$ cat config.mk
export PLATFORM = sky130hd
export DESIGN_NAME = gf_syndrome_bank
export DESIGN_NICKNAME = d
export VERILOG_FILES = /design/src/rtl/gf_syndrome_bank.sv
export SDC_FILE = /design/constraint.sdc
export NUM_CORES = 1
export LEC_CHECK = 0
export BUFFER_PORTS_ARGS = -buffer_cell sky130_fd_sc_hd__buf_2
export CORE_AREA = 2 2 57 85
export CTS_BUF_LIST = sky130_fd_sc_hd__clkbuf_2 sky130_fd_sc_hd__clkbuf_4 sky130_fd_sc_hd__clkbuf_8
export CTS_CLUSTER_DIAMETER = 150
export CTS_CLUSTER_SIZE = 12
export DETAILED_ROUTE_END_ITERATION = 16
export DIE_AREA = 0 0 59 87
export PLACE_DENSITY = 0.74
export SLEW_MARGIN = 0
export SYNTH_ARGS = -nofsm -noshare
export SYNTH_HDL_FRONTEND = slang
export SYNTH_SLANG_ARGS = --single-unit
$ cat constraint.sdc
create_clock -name clock -period 2.66 [get_ports clock]
set_input_delay 0.133 -clock clock [delete_from_list [all_inputs] [get_ports clock]]
set_output_delay 0.133 -clock clock [all_outputs]
set_load 0.02 [all_outputs]
$ cat src/rtl/gf_syndrome_bank.sv
// Parallel Reed-Solomon syndrome bank: NUM_SYN GF(2^SYM_W) Horner accumulators over one block.
// Optional registered all-zero flag output syn_zero when RSDEC_SYN_ZERO_FLAG_EN is defined.
module gf_syndrome_bank #(
    parameter int               SYM_W     = 5,
    parameter int               NUM_SYN   = 4,
    parameter int               BLK_LEN   = 31,
    parameter logic [SYM_W-1:0] PRIM_POLY = 5'b00101,
    parameter int               FCR       = 1
) (
    input  logic                       clock,
    input  logic                       reset,
    input  logic                       start,
    input  logic [SYM_W-1:0]           datain,
    input  logic                       din_valid,
    input  logic                       hold,
    output logic                       busy,
    output logic                       done,
    output logic [NUM_SYN*SYM_W-1:0]   syndromes
`ifdef RSDEC_SYN_ZERO_FLAG_EN
    ,
    output logic                       syn_zero
`endif
);

    localparam int CNT_W = $clog2(BLK_LEN + 1);
    localparam logic [0:0] IDLE = 1'b0;
    localparam logic [0:0] ACC  = 1'b1;

    // Multiply by x, reduced modulo the primitive polynomial.
    function automatic logic [SYM_W-1:0] xtime(input logic [SYM_W-1:0] a);
        return {a[SYM_W-2:0], 1'b0} ^ (a[SYM_W-1] ? PRIM_POLY : '0);
    endfunction

    function automatic logic [SYM_W-1:0] gf_mul(input logic [SYM_W-1:0] a,
                                                input logic [SYM_W-1:0] b);
        logic [SYM_W-1:0] p;
        logic [SYM_W-1:0] x;
        p = '0;
        x = a;
        for (int k = 0; k < SYM_W; k++) begin
            if (b[k]) p = p ^ x;
            x = xtime(x);
        end
        return p;
    endfunction

    function automatic logic [SYM_W-1:0] gf_pow_alpha(input int e);
        logic [SYM_W-1:0] r;
        r    = '0;
        r[0] = 1'b1;
        for (int k = 0; k < e; k++) r = xtime(r);
        return r;
    endfunction

    logic [0:0]               state_reg;
    logic [CNT_W-1:0]         count_reg;
    logic                     done_reg;
    logic [NUM_SYN*SYM_W-1:0] syn_reg;
    logic [NUM_SYN*SYM_W-1:0] acc_next;
    logic                     accept;
    logic                     step;
    logic                     last;

    // hold outranks din_valid; start outranks a normal accumulate step.
    assign accept = din_valid && !hold;
    assign step   = (state_reg == ACC) && accept && !start;
    assign last   = step && (count_reg == CNT_W'(BLK_LEN - 1));

    for (genvar gi = 0; gi < NUM_SYN; gi++) begin : g_ch
        localparam logic [SYM_W-1:0] ROOT = gf_pow_alpha(FCR + gi);
        logic [SYM_W-1:0] acc_reg;

        assign acc_next[gi*SYM_W +: SYM_W] = gf_mul(acc_reg, ROOT) ^ datain;

        always_ff @(posedge clock) begin
            if (reset) begin
                acc_reg <= '0;
            end else if (start) begin
                acc_reg <= accept ? datain : '0;
            end else if (step) begin
                acc_reg <= acc_next[gi*SYM_W +: SYM_W];
            end
        end
    end

    always_ff @(posedge clock) begin
        if (reset) begin
            state_reg <= IDLE;
            count_reg <= '0;
            done_reg  <= 1'b0;
            syn_reg   <= '0;
        end else begin
            done_reg <= last;
            if (start) begin
                state_reg <= ACC;
                count_reg <= accept ? CNT_W'(1) : '0;
            end else if (last) begin
                state_reg <= IDLE;
                count_reg <= '0;
                syn_reg   <= acc_next;
            end else if (step) begin
                count_reg <= count_reg + CNT_W'(1);
            end
        end
    end

`ifdef RSDEC_SYN_ZERO_FLAG_EN
    logic syn_zero_reg;

    always_ff @(posedge clock) begin
        if (reset) begin
            syn_zero_reg <= 1'b1;
        end else if (last && !start) begin
            syn_zero_reg <= (acc_next == '0);
        end
    end

    assign syn_zero = syn_zero_reg;
`endif

    assign busy      = (state_reg == ACC);
    assign done      = done_reg;
    assign syndromes = syn_reg;

endmodule

==> report_table.html, run 1 <==
<table>
<tr><th>Metric</th><th>Value</th></tr>
<tr><th colspan="2">Place</th></tr>
<tr><td>GP Congestion</td><td>about 0.84</td></tr>
<tr><td>Detailed placer's ending HPWL</td><td>between 3 and 4 mm</td></tr>
<tr><td>Count of port buffers added during placement</td><td>31</td></tr>
<tr><td>Placed Cells</td><td>between 300 and 400</td></tr>
<tr><th colspan="2">Drt</th></tr>
<tr><td>Routed WL per cell</td><td>16.7 um</td></tr>
<tr><td>Total routed wirelength</td><td>around 5.3 mm</td></tr>
<tr><td>Count of antenna-violating nets left after detailed routing</td><td>0</td></tr>
<tr><td>DRC violation total after the first TritonRoute iteration</td><td>93</td></tr>
<tr><td>Iteration count of the initial detailed-routing pass</td><td>4</td></tr>
<tr><td>Vias per std cell</td><td>between 6 and 7</td></tr>
<tr><td>Remaining design rule violation count</td><td>0</td></tr>
<tr><td>Count of vias placed by the detailed router</td><td>1994</td></tr>
<tr><th colspan="2">Final layout</th></tr>
<tr><td>Layout cell share with drive strength beyond 1</td><td>0.174</td></tr>
<tr><td>Number of nets at the end of the flow</td><td>between 200 and 300</td></tr>
<tr><td>Antenna Diode Count</td><td>0</td></tr>
<tr><td>Number of fill cells in the layout</td><td>approximately 430</td></tr>
<tr><td>Area grow syn2layout</td><td>10.1%</td></tr>
<tr><td>Non-filler instance count after layout</td><td>318</td></tr>
<tr><th colspan="2">Floorplan</th></tr>
<tr><td>Chip Width</td><td>59 um</td></tr>
<tr><td>Placeable core area</td><td>around 4400 um2</td></tr>
<tr><td>Chip height</td><td>~87 um</td></tr>
<tr><td>Number of standard-cell rows in the floorplan</td><td>30</td></tr>
<tr><td>Initial core utilization</td><td>0.523</td></tr>
<tr><td>Number of I/O pins</td><td>32</td></tr>
<tr><td>Total Die Area</td><td>about 5100 um2</td></tr>
<tr><th colspan="2">Synth</th></tr>
<tr><td>Adder and majority gate portion of the synthesized area</td><td>0.0108</td></tr>
<tr><td>Synth Instances</td><td>251</td></tr>
<tr><td>Number of enable-type register cells in the synthesized netlist</td><td>0</td></tr>
<tr><td>Number of flip-flops and latches in the synthesized netlist</td><td>47</td></tr>
<tr><td>Netlist area before placement</td><td>2320 um2</td></tr>
<tr><td>Count of cell types in the netlist</td><td>42</td></tr>
<tr><td>Cell type contributing the most total cell area after synthesis</td><td>sky130_fd_sc_hd__dfxtp_1</td></tr>
<tr><td>Fraction of the mapped netlist area in compound gates</td><td>0.271</td></tr>
<tr><td>Share of cell area taken by muxes after synthesis</td><td>0</td></tr>
<tr><td>Simple logic cell fraction of the synthesized area</td><td>0.123</td></tr>
<tr><td>Parity-gate share of the synthesized area counting xor and xnor cells</td><td>0.132</td></tr>
<tr><td>Async set-reset flop share out of synthesis</td><td>0</td></tr>
<tr><td>Cell types occupying the most area after synthesis</td><td>sky130_fd_sc_hd__dfxtp_1, sky130_fd_sc_hd__a21oi_1, sky130_fd_sc_hd__xor3_1</td></tr>
<tr><td>Top cell type's share of synthesized area</td><td>0.406</td></tr>
<tr><td>Average size of a mapped cell</td><td>9.24 um2</td></tr>
<tr><td>Largest family of logic cells by synthesized area</td><td>compound AO/OA/AOI/OAI gates</td></tr>
<tr><td>Synthesized net count</td><td>roughly 260</td></tr>
<tr><td>Post-synthesis sequential area ratio</td><td>0.406</td></tr>
<tr><td>Top FF cell, synth</td><td>sky130_fd_sc_hd__dfxtp_1</td></tr>
<tr><td>Number of warnings printed during yosys synthesis</td><td>0</td></tr>
<tr><th colspan="2">Min path</th></tr>
<tr><td>Path category of the worst min-delay check</td><td>primary input to register</td></tr>
<tr><th colspan="2">STA</th></tr>
<tr><td>Setup skew after layout</td><td>between 10 and 15 ps</td></tr>
<tr><td>Total of endpoints with negative setup slack in the final report</td><td>0</td></tr>
<tr><td>Final hold violations</td><td>0</td></tr>
<tr><td>Number of slew-limit violations in the final report</td><td>0</td></tr>
<tr><td>Relative slew slack</td><td>0.513</td></tr>
<tr><td>Total negative setup slack</td><td>0 ps</td></tr>
<tr><td>Ratio of final minimum period to clock period</td><td>0.691</td></tr>
<tr><td>Time the final worst path needs with I/O delays and setup</td><td>1840 ps</td></tr>
<tr><td>Slew at the pin closest to its max-slew limit</td><td>730 ps</td></tr>
<tr><td>Achievable clock frequency</td><td>between 0.5 and 0.6 GHz</td></tr>
<tr><td>RSZ-0062 raised after global routing</td><td>no</td></tr>
<tr><th colspan="2">Global routing</th></tr>
<tr><td>Wire length of the first global-routing pass</td><td>8.85 mm</td></tr>
<tr><td>Number of global-route vias before repair</td><td>about 1900</td></tr>
<tr><td>Antenna violations before repair</td><td>0</td></tr>
<tr><td>Pin count of the biggest net entering global routing</td><td>28</td></tr>
<tr><td>Total grt overflow</td><td>0</td></tr>
<tr><td>GRT Resource Usage Total</td><td>0.228</td></tr>
<tr><th colspan="2">Setup path</th></tr>
<tr><td>Worst setup path end</td><td>count_reg[1]$_SDFFE_PP0P_</td></tr>
<tr><td>Crit path arrival time</td><td>between 2000 and 2500 ps</td></tr>
<tr><td>Max FO, Critical Path</td><td>21</td></tr>
<tr><td>Register-to-register setup slack</td><td>between 800 and 900 ps</td></tr>
<tr><td>Launch instance of the worst register-to-register path</td><td>count_reg[0]$_SDFFE_PP0P_</td></tr>
<tr><td>Sequence of cells on the critical path</td><td>inv_1 -&gt; ha_1 -&gt; and4_1 -&gt; or3_1 -&gt; a21oi_1</td></tr>
<tr><td>WP data required</td><td>2900 ps</td></tr>
<tr><td>Type of the worst setup path</td><td>register to register</td></tr>
<tr><td>Sort of element at the end of the critical path</td><td>register</td></tr>
<tr><td>Kind of start point of the critical path</td><td>register</td></tr>
<tr><td>Critical register-to-register path endpoint</td><td>count_reg[1]$_SDFFE_PP0P_</td></tr>
<tr><td>Path depth of the worst reg2reg path</td><td>5</td></tr>
<tr><td>Max stage delay on crit path</td><td>roughly 450 ps</td></tr>
<tr><td>Slowest cell on the critical path</td><td>sky130_fd_sc_hd__and4_1</td></tr>
<tr><td>Crit. Startpoint</td><td>count_reg[0]$_SDFFE_PP0P_</td></tr>
<tr><th colspan="2">CTS</th></tr>
<tr><td>TritonCTS buffer count</td><td>5</td></tr>
<tr><td>Number of clock sinks</td><td>between 40 and 50</td></tr>
<tr><td>Clock-pin transition on the worst setup and hold timing paths</td><td>90 ps</td></tr>
<tr><td>Later-pin clock latency in the skew report</td><td>around 310 ps</td></tr>
<tr><td>H-tree level count</td><td>2</td></tr>
<tr><td>TritonCTS clock tree</td><td>yes</td></tr>
<tr><td>Max Buffers Root-to-Sink</td><td>2</td></tr>
<tr><td>Cell chosen for the clock root</td><td>sky130_fd_sc_hd__clkbuf_8</td></tr>
<tr><td>Count of instances resized after the clock tree is built</td><td>0</td></tr>
<tr><td>Hold buffers post-CTS</td><td>0</td></tr>
<tr><td>Count of buffers added by post-CTS timing repair for setup</td><td>0</td></tr>
<tr><th colspan="2">Run</th></tr>
<tr><td>Number of max-cap violations</td><td>0</td></tr>
<tr><th colspan="2">Power</th></tr>
<tr><td>Leakage power</td><td>roughly 0.0010 uW</td></tr>
<tr><td>Cell Pwr Density</td><td>approximately 570 nW/um2</td></tr>
<tr><td>Worst IR Drop VDD</td><td>~370 uV</td></tr>
<tr><th colspan="2">Run status</th></tr>
<tr><td>Result of the run</td><td>complete, no violations</td></tr>
</table>
## layer usage
| layer | part of all wire | global-route usage |
|---|---|---|
| met1 | 0.42 | 0.274 |
| met4 | 0.023 | 0.0992 |
| met2 | 0.52 | 0.380 |
| met5 | 0 | 0 |
| met3 | 0.037 | 0.0535 |
## worst max-delay path: cells and delay by family (launching register included)
kind | cells | cell delay (ps)
AND/OR/NAND/NOR | 2 | 900
flip-flops | 1 | 430
adder cells (fa/ha/maj) | 1 | 220
AO/OA/AOI/OAI | 1 | 130
buffers and inverters | 1 | 90
## cells in the mapped netlist (3+ instances only)
cell type and number:
sky130_fd_sc_hd__o22ai_1 3, sky130_fd_sc_hd__o221a_2 4, sky130_fd_sc_hd__a22oi_1 4, sky130_fd_sc_hd__xnor2_1 9
sky130_fd_sc_hd__o21ai_0 13, sky130_fd_sc_hd__xor3_1 7, sky130_fd_sc_hd__a211oi_1 6, sky130_fd_sc_hd__o31ai_1 14
sky130_fd_sc_hd__a21oi_1 35, sky130_fd_sc_hd__dfxtp_1 47, sky130_fd_sc_hd__nand2_1 18, sky130_fd_sc_hd__nand3_1 16
sky130_fd_sc_hd__clkbuf_1 12, sky130_fd_sc_hd__inv_1 5, sky130_fd_sc_hd__buf_2 6, sky130_fd_sc_hd__a2bb2oi_1 4
sky130_fd_sc_hd__xor2_1 7, sky130_fd_sc_hd__o211ai_1 3, sky130_fd_sc_hd__nand3b_1 3, sky130_fd_sc_hd__nor3_1 3
## kinds of logic after synthesis
kind of cell,Yosys count
AOI/OAI and AO/OA,97
and+or+nand+nor,53
DFF,47
buffers and inverters,29
xor gates and xnor gates,23
adders and majority gates,2
## worst min-delay path by stage
| stage | from | endpoint | slack [ps] | depth (start not counted) |
|---|---|---|---|---|
| 2_1_floorplan | reset | g_ch[2].acc_reg[2]$_SDFFE_PP0P_ | 210 | 1 |
| 3_3_place_gp | hold | count_reg[0]$_SDFFE_PP0P_ | 410 | 2 |
| 5_1_grt | hold | count_reg[0]$_SDFFE_PP0P_ | 90 | 2 |
| 3_5_place_dp | hold | count_reg[0]$_SDFFE_PP0P_ | 410 | 2 |
| 4_1_cts | hold | count_reg[0]$_SDFFE_PP0P_ | 80 | 2 |
| 6_report | hold | count_reg[0]$_SDFFE_PP0P_ | 90 | 2 |
## metrics by stage
step	hold WS, ps	power [uW]	utilization	setup WS (ps)	cell area (um2)
after floorplan	212	935	-	1280	2320
after global placement	409	981	0.553	894	2450
after detailed placement	412	982	0.553	853	2450
after CTS	83.6	1460	0.577	833	2550
after global routing	91.5	1520	0.577	688	2550
final	88.9	1450	0.577	822	2550
## cell type report
class                      count  area (um2)  share of cell area
multi-input combinational    175        1240               0.488
clock buffer                   7        96.3              0.0377
timing repair buffer          35         185              0.0725
inverter                       5        18.8             0.00735
sequential                    47         941               0.368
tap                           48        60.1              0.0235
clock inverter                 1        7.51             0.00294
## cells in the final DEF, fill, tap and decap left out, types with 2 or more instances in the layout
| cell type | instances |
|---|---|
| sky130_fd_sc_hd__a211oi_1 | 6 |
| sky130_fd_sc_hd__a21oi_1 | 35 |
| sky130_fd_sc_hd__a22oi_1 | 4 |
| sky130_fd_sc_hd__a2bb2oi_1 | 4 |
| sky130_fd_sc_hd__a311oi_1 | 2 |
| sky130_fd_sc_hd__a41oi_1 | 2 |
| sky130_fd_sc_hd__and3b_1 | 2 |
| sky130_fd_sc_hd__buf_2 | 31 |
| sky130_fd_sc_hd__buf_4 | 4 |
| sky130_fd_sc_hd__clkbuf_8 | 7 |
| sky130_fd_sc_hd__dfxtp_1 | 47 |
| sky130_fd_sc_hd__ha_1 | 2 |
| sky130_fd_sc_hd__inv_1 | 5 |
| sky130_fd_sc_hd__nand2_1 | 18 |
| sky130_fd_sc_hd__nand3_1 | 16 |
| sky130_fd_sc_hd__nand3b_1 | 3 |
| sky130_fd_sc_hd__nand4_1 | 2 |
| sky130_fd_sc_hd__nor2_1 | 2 |
| sky130_fd_sc_hd__nor3_1 | 3 |
| sky130_fd_sc_hd__o211ai_1 | 3 |
| sky130_fd_sc_hd__o21ai_0 | 13 |
| sky130_fd_sc_hd__o21ai_1 | 2 |
| sky130_fd_sc_hd__o221a_2 | 4 |
| sky130_fd_sc_hd__o22ai_1 | 3 |
| sky130_fd_sc_hd__o31ai_1 | 14 |
| sky130_fd_sc_hd__or3_1 | 2 |
| sky130_fd_sc_hd__xnor2_1 | 9 |
| sky130_fd_sc_hd__xor2_1 | 7 |
| sky130_fd_sc_hd__xor3_1 | 7 |
## power breakdown
group          switching (uW)  internal (uW)
registers                29.6            729
logic                     110           99.5
clock network             248            237
total                     387           1070
Note: power is estimated with default switching activity, not from simulation.
==> inputs of run 2 (changes only) <==
==> constraint.sdc (replaced) <==
create_clock -name clock -period 1.79 [get_ports clock]
set_input_delay 0.0895 -clock clock [delete_from_list [all_inputs] [get_ports clock]]
set_output_delay 0.0895 -clock clock [all_outputs]
set_load 0.02 [all_outputs]
==> run 2 against run 1 <==
Effect of this change: fmax increased by 18%; clock power increased by 34%; critical path depth increased by 1; worst setup slack got worse by 590 ps; design area increased by 3.5%; routed wire length increased by 1.2%; sequential power increased by 49%; sequential cell count unchanged; largest cell class unchanged.
==> report_table.html, run 2 (same netlist as run 1, synthesis figures left out) <==
<table>
<tr><th>Metric</th><th>Value</th></tr>
<tr><th colspan="2">Run status</th></tr>
<tr><td>Result of the run</td><td>complete, no violations</td></tr>
<tr><th colspan="2">Final layout</th></tr>
<tr><td>Util after Layout</td><td>0.597</td></tr>
<tr><td>Antenna Diode Count</td><td>0</td></tr>
<tr><td>Number of nets at the end of the flow</td><td>295</td></tr>
<tr><td>Final std cell area, no fill</td><td>~2600 um2</td></tr>
<tr><td>Commonest cells after routing, fill and taps aside</td><td>sky130_fd_sc_hd__dfxtp_1, sky130_fd_sc_hd__a21oi_1, sky130_fd_sc_hd__buf_2, sky130_fd_sc_hd__nand2_1, sky130_fd_sc_hd__buf_4</td></tr>
<tr><td>Most frequent standard cell in the layout excluding fill and tap cells</td><td>sky130_fd_sc_hd__dfxtp_1</td></tr>
<tr><td>Area grow syn2layout</td><td>14.0%</td></tr>
<tr><td>Number of fill cells in the layout</td><td>~420</td></tr>
<tr><td>Layout cell share with drive strength beyond 1</td><td>0.212</td></tr>
<tr><th colspan="2">Global routing</th></tr>
<tr><td>Number of global-route vias before repair</td><td>between 1500 and 2000</td></tr>
<tr><td>Wire length of the first global-routing pass</td><td>between 8 and 9 mm</td></tr>
<tr><td>Pin count of the biggest net entering global routing</td><td>24</td></tr>
<tr><td>Total grt overflow</td><td>0</td></tr>
<tr><td>GRT Resource Usage Total</td><td>0.226</td></tr>
<tr><td>Antenna violations before repair</td><td>0</td></tr>
<tr><th colspan="2">Run</th></tr>
<tr><td>Number of max-cap violations</td><td>0</td></tr>
<tr><th colspan="2">Floorplan</th></tr>
<tr><td>Number of standard-cell rows in the floorplan</td><td>30</td></tr>
<tr><td>Number of I/O pins</td><td>32</td></tr>
<tr><td>Chip height</td><td>87 um</td></tr>
<tr><td>Initial core utilization</td><td>0.523</td></tr>
<tr><td>Chip Width</td><td>~59 um</td></tr>
<tr><td>Total Die Area</td><td>around 5100 um2</td></tr>
<tr><td>Placeable core area</td><td>around 4400 um2</td></tr>
<tr><th colspan="2">Power</th></tr>
<tr><td>Worst IR Drop VDD</td><td>454 uV</td></tr>
<tr><td>Leakage power</td><td>approximately 0.0011 uW</td></tr>
<tr><td>Cell Pwr Density</td><td>between 700 and 800 nW/um2</td></tr>
<tr><th colspan="2">CTS</th></tr>
<tr><td>TritonCTS clock tree</td><td>yes</td></tr>
<tr><td>Max Buffers Root-to-Sink</td><td>2</td></tr>
<tr><td>Cell chosen for the clock root</td><td>sky130_fd_sc_hd__clkbuf_8</td></tr>
<tr><td>Hold buffers post-CTS</td><td>0</td></tr>
<tr><td>Clock-pin transition on the worst setup and hold timing paths</td><td>80 ps</td></tr>
<tr><td>H-tree level count</td><td>2</td></tr>
<tr><td>Count of instances resized after the clock tree is built</td><td>0</td></tr>
<tr><td>Number of clock sinks</td><td>between 40 and 50</td></tr>
<tr><td>Later-pin clock latency in the skew report</td><td>approximately 300 ps</td></tr>
<tr><td>TritonCTS buffer count</td><td>5</td></tr>
<tr><td>Count of buffers added by post-CTS timing repair for setup</td><td>0</td></tr>
<tr><th colspan="2">Setup path</th></tr>
<tr><td>Worst path bufs/invs</td><td>2</td></tr>
<tr><td>Sort of element at the end of the critical path</td><td>register</td></tr>
<tr><td>Slowest cell on the critical path</td><td>sky130_fd_sc_hd__dfxtp_1</td></tr>
<tr><td>Max FO, Critical Path</td><td>11</td></tr>
<tr><td>Register-to-register setup slack</td><td>240 ps</td></tr>
<tr><td>Kind of start point of the critical path</td><td>register</td></tr>
<tr><td>Crit-path leading delay family</td><td>buffers and inverters</td></tr>
<tr><td>Crit path arrival time</td><td>around 1700 ps</td></tr>
<tr><td>Max stage delay on crit path</td><td>around 360 ps</td></tr>
<tr><td>Critical register-to-register path endpoint</td><td>syndromes[9]$_SDFFE_PP0P_</td></tr>
<tr><td>Launch instance of the worst register-to-register path</td><td>count_reg[0]$_SDFFE_PP0P_</td></tr>
<tr><td>WP data required</td><td>about 2000 ps</td></tr>
<tr><td>Sequence of cells on the critical path</td><td>inv_1 -&gt; ha_1 -&gt; nand4_1 -&gt; buf_4 -&gt; o21ai_0 -&gt; a21oi_1</td></tr>
<tr><td>Type of the worst setup path</td><td>register to register</td></tr>
<tr><td>Path depth of the worst reg2reg path</td><td>6</td></tr>
<tr><th colspan="2">STA</th></tr>
<tr><td>Achievable clock frequency</td><td>roughly 0.64 GHz</td></tr>
<tr><td>Total of endpoints with negative setup slack in the final report</td><td>0</td></tr>
<tr><td>Relative slew slack</td><td>0.726</td></tr>
<tr><td>Setup skew after layout</td><td>6.42 ps</td></tr>
<tr><td>Time the final worst path needs with I/O delays and setup</td><td>1550 ps</td></tr>
<tr><td>Number of slew-limit violations in the final report</td><td>0</td></tr>
<tr><td>Final hold violations</td><td>0</td></tr>
<tr><td>RSZ-0062 raised after global routing</td><td>no</td></tr>
<tr><td>Ratio of final minimum period to clock period</td><td>0.869</td></tr>
<tr><td>Slew at the pin closest to its max-slew limit</td><td>408 ps</td></tr>
<tr><td>Worst setup margin</td><td>between 200 and 250 ps</td></tr>
<tr><td>Total negative setup slack</td><td>0 ps</td></tr>
<tr><th colspan="2">Drt</th></tr>
<tr><td>Vias per std cell</td><td>about 6.0</td></tr>
<tr><td>Count of antenna-violating nets left after detailed routing</td><td>0</td></tr>
<tr><td>DRC violation total after the first TritonRoute iteration</td><td>between 80 and 90</td></tr>
<tr><td>Total routed wirelength</td><td>5.37 mm</td></tr>
<tr><td>Iteration count of the initial detailed-routing pass</td><td>4</td></tr>
<tr><td>Remaining design rule violation count</td><td>0</td></tr>
<tr><td>Routed WL per cell</td><td>about 16 um</td></tr>
<tr><td>Count of vias placed by the detailed router</td><td>between 1500 and 2000</td></tr>
<tr><th colspan="2">Place</th></tr>
<tr><td>DP Area</td><td>2550 um2</td></tr>
<tr><td>Count of port buffers added during placement</td><td>31</td></tr>
<tr><td>Detailed placer's ending HPWL</td><td>about 4 mm</td></tr>
<tr><td>GP Congestion</td><td>0.865</td></tr>
<tr><td>Post-place setup slack</td><td>about 270 ps</td></tr>
<tr><th colspan="2">Min path</th></tr>
<tr><td>Min-Delay Endpoint</td><td>count_reg[0]$_SDFFE_PP0P_</td></tr>
<tr><td>Path category of the worst min-delay check</td><td>primary input to register</td></tr>
<tr><td>Cell depth of the worst min-delay path</td><td>2</td></tr>
<tr><td>Launch point of the worst hold path</td><td>hold</td></tr>
</table>
-- run 2: cell types whose count changed in the layout (fill, tap and decap cells not counted) --
cell                         change
sky130_fd_sc_hd__buf_4          +14
sky130_fd_sc_hd__clkinv_2        +1
sky130_fd_sc_hd__clkbuf_8        -1
sky130_fd_sc_hd__clkinvlp_4      -1
-- run 2: power breakdown --
| group | switching (uW) | leakage, uW | total [uW] | internal [uW] |
|---|---|---|---|---|
| registers | 42.6 | 0.000383 | 1130 | 1080 |
| logic | 170 | 0.000666 | 334 | 163 |
| clock network | 344 | 0.0000470 | 647 | 303 |
| total | 557 | 0.00110 | 2110 | 1550 |
-- run 2: worst max path at each step --
stage	start	end	slack, ps	depth (start not counted)
after detailed placement	count_reg[0]$_SDFFE_PP0P_	syndromes[9]$_SDFFE_PP0P_	270	6
final	count_reg[0]$_SDFFE_PP0P_	syndromes[9]$_SDFFE_PP0P_	240	6
after CTS	count_reg[0]$_SDFFE_PP0P_	syndromes[9]$_SDFFE_PP0P_	250	6
after global routing	count_reg[1]$_SDFFE_PP0P_	syndromes[10]$_SDFFE_PP0P_	80	5
after floorplan	count_reg[0]$_SDFFE_PP0P_	syndromes[10]$_SDFFE_PP0P_	410	6
after global placement	count_reg[0]$_SDFFE_PP0P_	syndromes[4]$_SDFFE_PP0P_	330	6
-- run 2: through the flow --
step                      hold slack, ps  power [uW]  cells
after floorplan                      168        1390    251
after global placement               395        1480    324
after detailed placement             398        1480    324
after CTS                           82.7        2120    331
after global routing                 103        2190    331
final                               76.8        2110    331
-- run 2: cell type report --
cell class | count | area, um2 | area share
Timing Repair Buffer | 49 | 290 | 0.110
Clock buffer | 6 | 82.6 | 0.0313
Sequential cell | 47 | 941 | 0.356
Tap cell | 48 | 60.1 | 0.0227
Multi-Input combinational cell | 175 | 1240 | 0.471
Inverter | 5 | 18.8 | 0.00710
Clock inverter | 1 | 5.00 | 0.00189
-- run 2: metal layers --
layer	global-route usage	vias up	part of all wire
met2	0.399	54	0.52
met1	0.264	936	0.42
met5	0	-	0
li1	-	997	-
met4	0.0950	0	0.026
met3	0.0371	10	0.033
